<file path="config.mk">
export PLATFORM = sky130hd
export DESIGN_NAME = pump_pwm_gen
export DESIGN_NICKNAME = d
export VERILOG_FILES = /design/src/rtl/pump_pwm_gen.sv
export SDC_FILE = /design/constraint.sdc
export NUM_CORES = 1
export LEC_CHECK = 0
export ABC_AREA = 1
export CORE_ASPECT_RATIO = 0.9
export CORE_UTILIZATION = 30
export CTS_CLUSTER_SIZE = 14
export DETAILED_ROUTE_END_ITERATION = 16
export PLACE_DENSITY = 0.49
export SLEW_MARGIN = 25
export SYNTH_ARGS = -nofsm -noshare
export SYNTH_HDL_FRONTEND = slang
export SYNTH_SLANG_ARGS = --single-unit
</file>
<file path="constraint.sdc">
create_clock -name clk -period 5 [get_ports clk]
set_clock_uncertainty 0.05 [all_clocks]
set_input_delay 1 -clock clk [delete_from_list [all_inputs] [get_ports clk]]
set_output_delay 1 -clock clk [all_outputs]
set_load 0.02 [all_outputs]
</file>
<file path="src/rtl/pump_pwm_gen.sv">
// Two-channel PWM generator for the pump drives: shared prescaler and 8-bit period
// counter, per-channel duty shadowing at period wrap with an optional slew limiter.
module pump_pwm_gen #(
  parameter int PRESCALE  = 195,
  parameter bit SLEW_EN   = 1'b1,
  parameter int SLEW_STEP = 8
) (
  input  logic       clk,
  input  logic       reset_n,
  input  logic       enable,
  input  logic [7:0] pwm_duty_a,
  input  logic [7:0] pwm_duty_b,
  output logic       pwm_out_a,
  output logic       pwm_out_b,
  output logic [7:0] duty_applied_a,
  output logic [7:0] duty_applied_b,
  output logic       period_tick
);

  localparam int PW = (PRESCALE > 0) ? $clog2(PRESCALE + 1) : 1;
  localparam logic [PW-1:0] PRESC_MAX = PW'(PRESCALE);
  localparam logic [8:0]    STEP9     = 9'(SLEW_STEP);
  localparam logic [7:0]    STEP8     = 8'(SLEW_STEP);

  logic [PW-1:0] presc_cnt_q, presc_cnt_d;
  logic [7:0]    pwm_cnt_q, pwm_cnt_d;
  logic [7:0]    applied_a_q, applied_a_d;
  logic [7:0]    applied_b_q, applied_b_d;
  logic          period_tick_q, period_tick_d;
  logic          pwm_out_a_q, pwm_out_a_d;
  logic          pwm_out_b_q, pwm_out_b_d;
  logic          tick;
  logic          wrap;

  // Move the applied duty toward the command; the upward sum is kept in 9 bits so
  // a large step near 255 clamps to the command instead of wrapping.
  function automatic logic [7:0] next_duty(input logic [7:0] cur, input logic [7:0] cmd);
    logic [8:0] up;
    logic [7:0] gap;
    up        = {1'b0, cur} + STEP9;
    gap       = cur - cmd;
    next_duty = cur;
    if (!SLEW_EN) begin
      next_duty = cmd;
    end else if (cmd > cur) begin
      next_duty = (up > {1'b0, cmd}) ? cmd : up[7:0];
    end else if (cmd < cur) begin
      next_duty = (gap > STEP8) ? (cur - STEP8) : cmd;
    end
  endfunction

  always_comb begin
    tick          = (presc_cnt_q == PRESC_MAX);
    wrap          = tick && (pwm_cnt_q == 8'hFF);
    presc_cnt_d   = tick ? '0 : presc_cnt_q + PW'(1);
    pwm_cnt_d     = tick ? pwm_cnt_q + 8'd1 : pwm_cnt_q;
    applied_a_d   = wrap ? next_duty(applied_a_q, pwm_duty_a) : applied_a_q;
    applied_b_d   = wrap ? next_duty(applied_b_q, pwm_duty_b) : applied_b_q;
    period_tick_d = wrap;
    pwm_out_a_d   = (pwm_cnt_q < applied_a_q);
    pwm_out_b_d   = (pwm_cnt_q < applied_b_q);
    // Disable abandons the current period and clears the ramp so it restarts from 0.
    if (!enable) begin
      presc_cnt_d   = '0;
      pwm_cnt_d     = '0;
      applied_a_d   = '0;
      applied_b_d   = '0;
      period_tick_d = 1'b0;
      pwm_out_a_d   = 1'b0;
      pwm_out_b_d   = 1'b0;
    end
  end

  always_ff @(posedge clk) begin
    if (!reset_n) begin
      presc_cnt_q   <= '0;
      pwm_cnt_q     <= '0;
      applied_a_q   <= '0;
      applied_b_q   <= '0;
      period_tick_q <= 1'b0;
      pwm_out_a_q   <= 1'b0;
      pwm_out_b_q   <= 1'b0;
    end else begin
      presc_cnt_q   <= presc_cnt_d;
      pwm_cnt_q     <= pwm_cnt_d;
      applied_a_q   <= applied_a_d;
      applied_b_q   <= applied_b_d;
      period_tick_q <= period_tick_d;
      pwm_out_a_q   <= pwm_out_a_d;
      pwm_out_b_q   <= pwm_out_b_d;
    end
  end

  assign pwm_out_a      = pwm_out_a_q;
  assign pwm_out_b      = pwm_out_b_q;
  assign duty_applied_a = applied_a_q;
  assign duty_applied_b = applied_b_q;
  assign period_tick    = period_tick_q;

endmodule
</file>
======== Word level (Yosys, flattened, before mapping) ========
Cells that the tools add are included.
W data, S select, Z words.
word-level totals
  ROM bits ................................ 0
  memories ................................ 0
  latch bits .............................. 0
  bits in registers ....................... 35
  bits in writable memories ............... 0
  logic and storage cells ................. 44
  output and inout bits ................... 19
operators by class
  reductions and logical operators ........ 7
  bitwise operators ....................... 2
  shift-type cells ........................ 0
  multipliers ............................. 0
  divide/modulo/power cells ............... 0
  muxes and demuxes ....................... 8
  add/subtract/negate cells ............... 8
  equality and inequality tests ........... 2
  $lt $le $gt $ge ......................... 10
operator list
  operator               number
  $mux W8                8
  $lt A8 B8 Y1           4
  $add A8 B4 Y9 const B  2
  $gt A9 B8 Y1           2
  $add A8 B1 Y8 const B  2
  $eq A8 B8 Y1 const B   2
  $gt A8 B4 Y1 const B   2
  $gt A8 B8 Y1           2
  $sub A8 B4 Y8 const B  2
  $sub A8 B8 Y8          2
  $reduce_and A2 Y1      3
  $reduce_bool A2 Y1     2
  $reduce_or A3 Y1       1
  $not A1 Y1             2
  $logic_and A1 B1 Y1    1

======== Longest topological paths before layout ========
  word-level depth ........................ 5
  gate-level depth with buffers ........... 19
  gate-level depth less buffers ........... 19

======== Least setup slack after synthesis ========
OpenSTA, ideal clock, no wires.
  path kind ............................... input-to-reg
  from .................................... in pwm_duty_b[0]
  to ...................................... reg applied_b_q[0] (netlist: duty_applied_b[0])
  slack ................................... 2.342 ns
  data arrival time ....................... 2.495 ns
  stages on the path ...................... 14
  cells stage by stage .................... ha_1 fa_1 inv_1 nand2_2 nand2_2 nand2_1 nand2_1 nand2_1 nor2_4 nand2_4 nand2_4 nand2_2 o21ai_1 nor2_1
between the ends
  cells in the longest elaborated chain, start to end .. 5
  elaborated cells between the ends (all ways) .. 11
ends and longest elaborated chain
  what                  line  source
  start, declared       12    input logic [7:0] pwm_duty_b,
  $sub A8 B8 Y8         41    gap = cur - cmd;
  $gt A8 B4 Y1          48    next_duty = (gap > STEP8) ? (cur - STEP8) : cmd;
  $mux W8               48
  $mux W8               47    end else if (cmd < cur) begin
  $mux W8               45    end else if (cmd > cur) begin
  end signal, assigned  87    applied_b_q <= applied_b_d;
  end, declared         28    logic [7:0] applied_b_q, applied_b_d;
Parallel ways exist; a longest one is shown, timed or not. The select of a mux whose other input is x is not followed.
A chain may end at the register's enable or synchronous reset.

======== Worst setup path in the final report ========
  from .................................... in pwm_duty_a[5]
  to ...................................... reg applied_a_q[6] (netlist: duty_applied_a[6])
between the ends
  cells in the longest elaborated chain, start to end .. 5
  elaborated cells between the ends (all ways) .. 11
ends and longest elaborated chain
  what                  line  source
  start, declared       11    input logic [7:0] pwm_duty_a,
  $sub A8 B8 Y8         41
  $gt A8 B4 Y1          48
  $mux W8               48
  $mux W8               47
  $mux W8               45
  end signal, assigned  86    applied_a_q <= applied_a_d;
  end, declared         27    logic [7:0] applied_a_q, applied_a_d;
Parallel ways exist; a longest one is shown, timed or not. The select of a mux whose other input is x is not followed.

==> flow_metrics.env <==
export IMPL_final_cell_area_sq_um=4370
export IMPL_post_synth_cell_types=34
export IMPL_fin_tns_setup_ps=0
export IMPL_postSynth_topFlopCell="dfxtp_1"
export IMPL_post_synth_inst_count=581
export IMPL_postCtsResizedCells=0
export IMPL_die_y_microns=107
export IMPL_cts_hold_repair_buffers=0
export IMPL_routed_via_density=4.74
export IMPL_min_period_over_period_pct=63.6
export IMPL_switching_share_pct=24.8
export IMPL_power_density_cell_area_nw_per_um2=160
export IMPL_detail_route_drc_violations=0
export IMPL_dp_cells=771
export IMPL_final_core_utilization_pct=37.5
export IMPL_p_int_uw=528
export IMPL_final_layout_size_suffix_gt1_share_pct=7.87
export IMPL_tritoncts="done"
export IMPL_htree_num_levels=2
export IMPL_switching_power_uw=174
export IMPL_synth_top_area_cell="dfxtp_1"
export IMPL_worst_path_clk_slew_ps=50
export IMPL_yosys_top_cells_area="dfxtp_1, ha_1, nand2_1, inv_1, nand3_1"
export IMPL_place_detailed_hpwl_mm=7.77
export IMPL_report_final_slew_viol_count=0
export IMPL_worst_setup_path_type="in2reg"
export IMPL_cells_traversed_along_the_worst_timing_path="clkdlybuf4s50_1 -> inv_1 -> ha_1 -> a21oi_1 -> inv_1 -> nand3_1 -> nand3_4 -> nand3_1 -> nand4_1 -> nor2_1 -> a21oi_1"
export IMPL_number_of_antenna_violations_at_the_first_check_in_global_routing=0
export IMPL_maxCapViolCount=0
export IMPL_numPortBuffers=37
export IMPL_cellLeakagePower_nw=2.13
export IMPL_syn_nets=648
export IMPL_grt_start_max_net_pins=20
export IMPL_hold_class="reg2reg"
export IMPL_grt_overflow_total=0
export IMPL_critical_path_required_ps=5120
export IMPL_groute_usage_overall_pct=15.8
export IMPL_synth_common_cells="nand2_1, inv_1, nand3_1"
export IMPL_slew_headroom_pct=61.6
export IMPL_worstMarginPinSlew_ps=575
export IMPL_first_global_vias=3386
export IMPL_yosysSeqAreaShare_pct=19.1
export IMPL_route_final_wire_length_mm=9.59
export IMPL_hold_viol_final=0
export IMPL_floorplan_initialDensity_pct=31.4
export IMPL_clock_power_share_pct=46.9
export IMPL_worst_path_max_delay_cell="clkdlybuf4s50_1"
export IMPL_total_number_of_yosys_warnings=0
export IMPL_num_fill_cells=1274
export IMPL_syn2layout_area_growth_pct=19.4
export IMPL_floorplan_die_area_sq_um=12700
export IMPL_design_core_area_sq_um=11700
export IMPL_maxClockFrequency_mhz=314
export IMPL_finalSetupViolations=0
export IMPL_grt_first_pass_wirelength_mm=16.2
export IMPL_clkSinkCount=35
export IMPL_worstPathArrival_ps=3300
export IMPL_setup_worst_path_end_class="flop"
export IMPL_antenna_diode_count=0
export IMPL_fp_row_count=37
export IMPL_finalNetCount=689
export IMPL_synth_enable_flop_cells=0
export IMPL_place_area_sq_um=4220
export IMPL_synth_ff_latch_count=35
export IMPL_critPathMaxFanout=9
export IMPL_cp_num_buf_inv=3
export IMPL_cts_buffers_inserted=5
export IMPL_asyncSetResetFlopFracSynth_pct=0
export IMPL_wl_per_cell_microns=12.3
export IMPL_critical_path_top_delay_family="simple AND/OR/NAND/NOR gates"
export IMPL_floorplan_io_pins=38
export IMPL_critical_path_max_stage_delay_ps=480
export IMPL_worstSkewPairLatency_ps=280
export IMPL_share_comb_of_total_power_pct=13.2
export IMPL_netlist_area_leader_share_pct=19.1
export IMPL_die_x_microns=119
export IMPL_cts_setup_buffers=0
export IMPL_power_share_sequential_pct=39.9
export IMPL_avgSynthCellArea_sq_um=6.31
export IMPL_run_status="completed"
export IMPL_gpl_final_weighted_congestion=0.833
export IMPL_cts_root_buf="clkbuf_16"
export IMPL_power_ir_vdd_worst_v=0.000108
export IMPL_netlist_area_sq_um=3660
export IMPL_number_of_search_and_repair_iterations_in_the_first_detailed_routing_pass=4
export IMPL_grt_setup_unrepaired="no"
export IMPL_clockBufferDepth=2
export IMPL_post_synth_top_count_cell="nand2_1"
export IMPL_crit_path_start_kind="primary input"
export IMPL_dr_iter_0_viols=234
export IMPL_final_period_minus_worst_setup_slack_ps=3180
export IMPL_antenna_left=0
export IMPL_layout_cells_non_filler=779
export IMPL_via_count=3690
logic make-up after synthesis:
group                    after synthesis  share of synthesized area [%]
adder cells (fa/ha/maj)               48                           16.8
buffers and inverters                119                           12.3
flip-flops                            35                           19.1
AO/OA/AOI/OAI                         67                           9.87
XOR/XNOR                              12                           2.87
AND/OR/NAND/NOR                      300                           39.1
placed cells by master (no fill, tap or decap), drive strengths merged, types with 3 or more instances in the layout:
master,synthesis,final
nand2,143,143
clkdlybuf4s50,0,37
nor3,12,12
nor4,3,3
nand3,73,73
inv,114,114
nand4,12,12
clkbuf,1,8
nor2,54,54
ha,46,46
a21oi,45,45
dfxtp,35,35
xor2,10,10
o21ai,20,20
final timing paths:
check	start	end	slack, ps	cells after the start
worst max-delay path	pwm_duty_a[5]	duty_applied_a[6]$_SDFFE_PN0P_	1820	11
worst min-delay path	presc_cnt_q[0]$_SDFF_PP0_	presc_cnt_q[0]$_SDFF_PP0_	400	1
worst max register to register	duty_applied_a[3]$_SDFFE_PN0P_	duty_applied_a[1]$_SDFFE_PN0P_	2260	16
worst min register to register	presc_cnt_q[0]$_SDFF_PP0_	presc_cnt_q[0]$_SDFF_PP0_	400	1
final cells by class:
| class | count | area [sq um] | area share, % |
|---|---|---|---|
| multi-input cells | 427 | 2510 | 57.5 |
| flip-flops and latches | 35 | 701 | 16.0 |
| inverters | 116 | 438 | 10.0 |
| repair buffers | 37 | 370 | 8.47 |
| well taps | 156 | 195 | 4.46 |
| clock buffers | 8 | 156 | 3.58 |
metal layers:
metal	vias to the layer above	GRT usage (%)	wire length (microns)
met2	74	23.5	3910
li1	1961	-	-
met3	6	3.40	517
met1	1649	23.1	5110
met5	-	0	0
met4	0	3.07	63
flip-flops by register name (all words and copies together) (netlist names):
register,count
duty_applied_a,8
presc_cnt_q,8
pwm_out_a,1
pwm_cnt_q,8
period_tick,1
duty_applied_b,8
pwm_out_b,1
per-stage QoR:
stage	hold slack, ps	setup WS, ps	total power, mW
after CTS	416	1800	0.716
final	404	1820	0.702
after floorplan	368	2340	0.347
after global routing	433	1620	0.736
after global placement	381	1550	0.379
after detailed placement	408	1510	0.379
power groups by stage:
stage          Combinational, mW  Sequential, mW  Clock (mW)
2_1_floorplan             0.0604           0.286           0
3_3_place_gp              0.0926           0.286           0
3_5_place_dp              0.0925           0.286           0
4_1_cts                   0.0930           0.280       0.343
5_1_grt                    0.104           0.280       0.352
6_report                  0.0925           0.280       0.329
(Power assumes the default switching activity.)
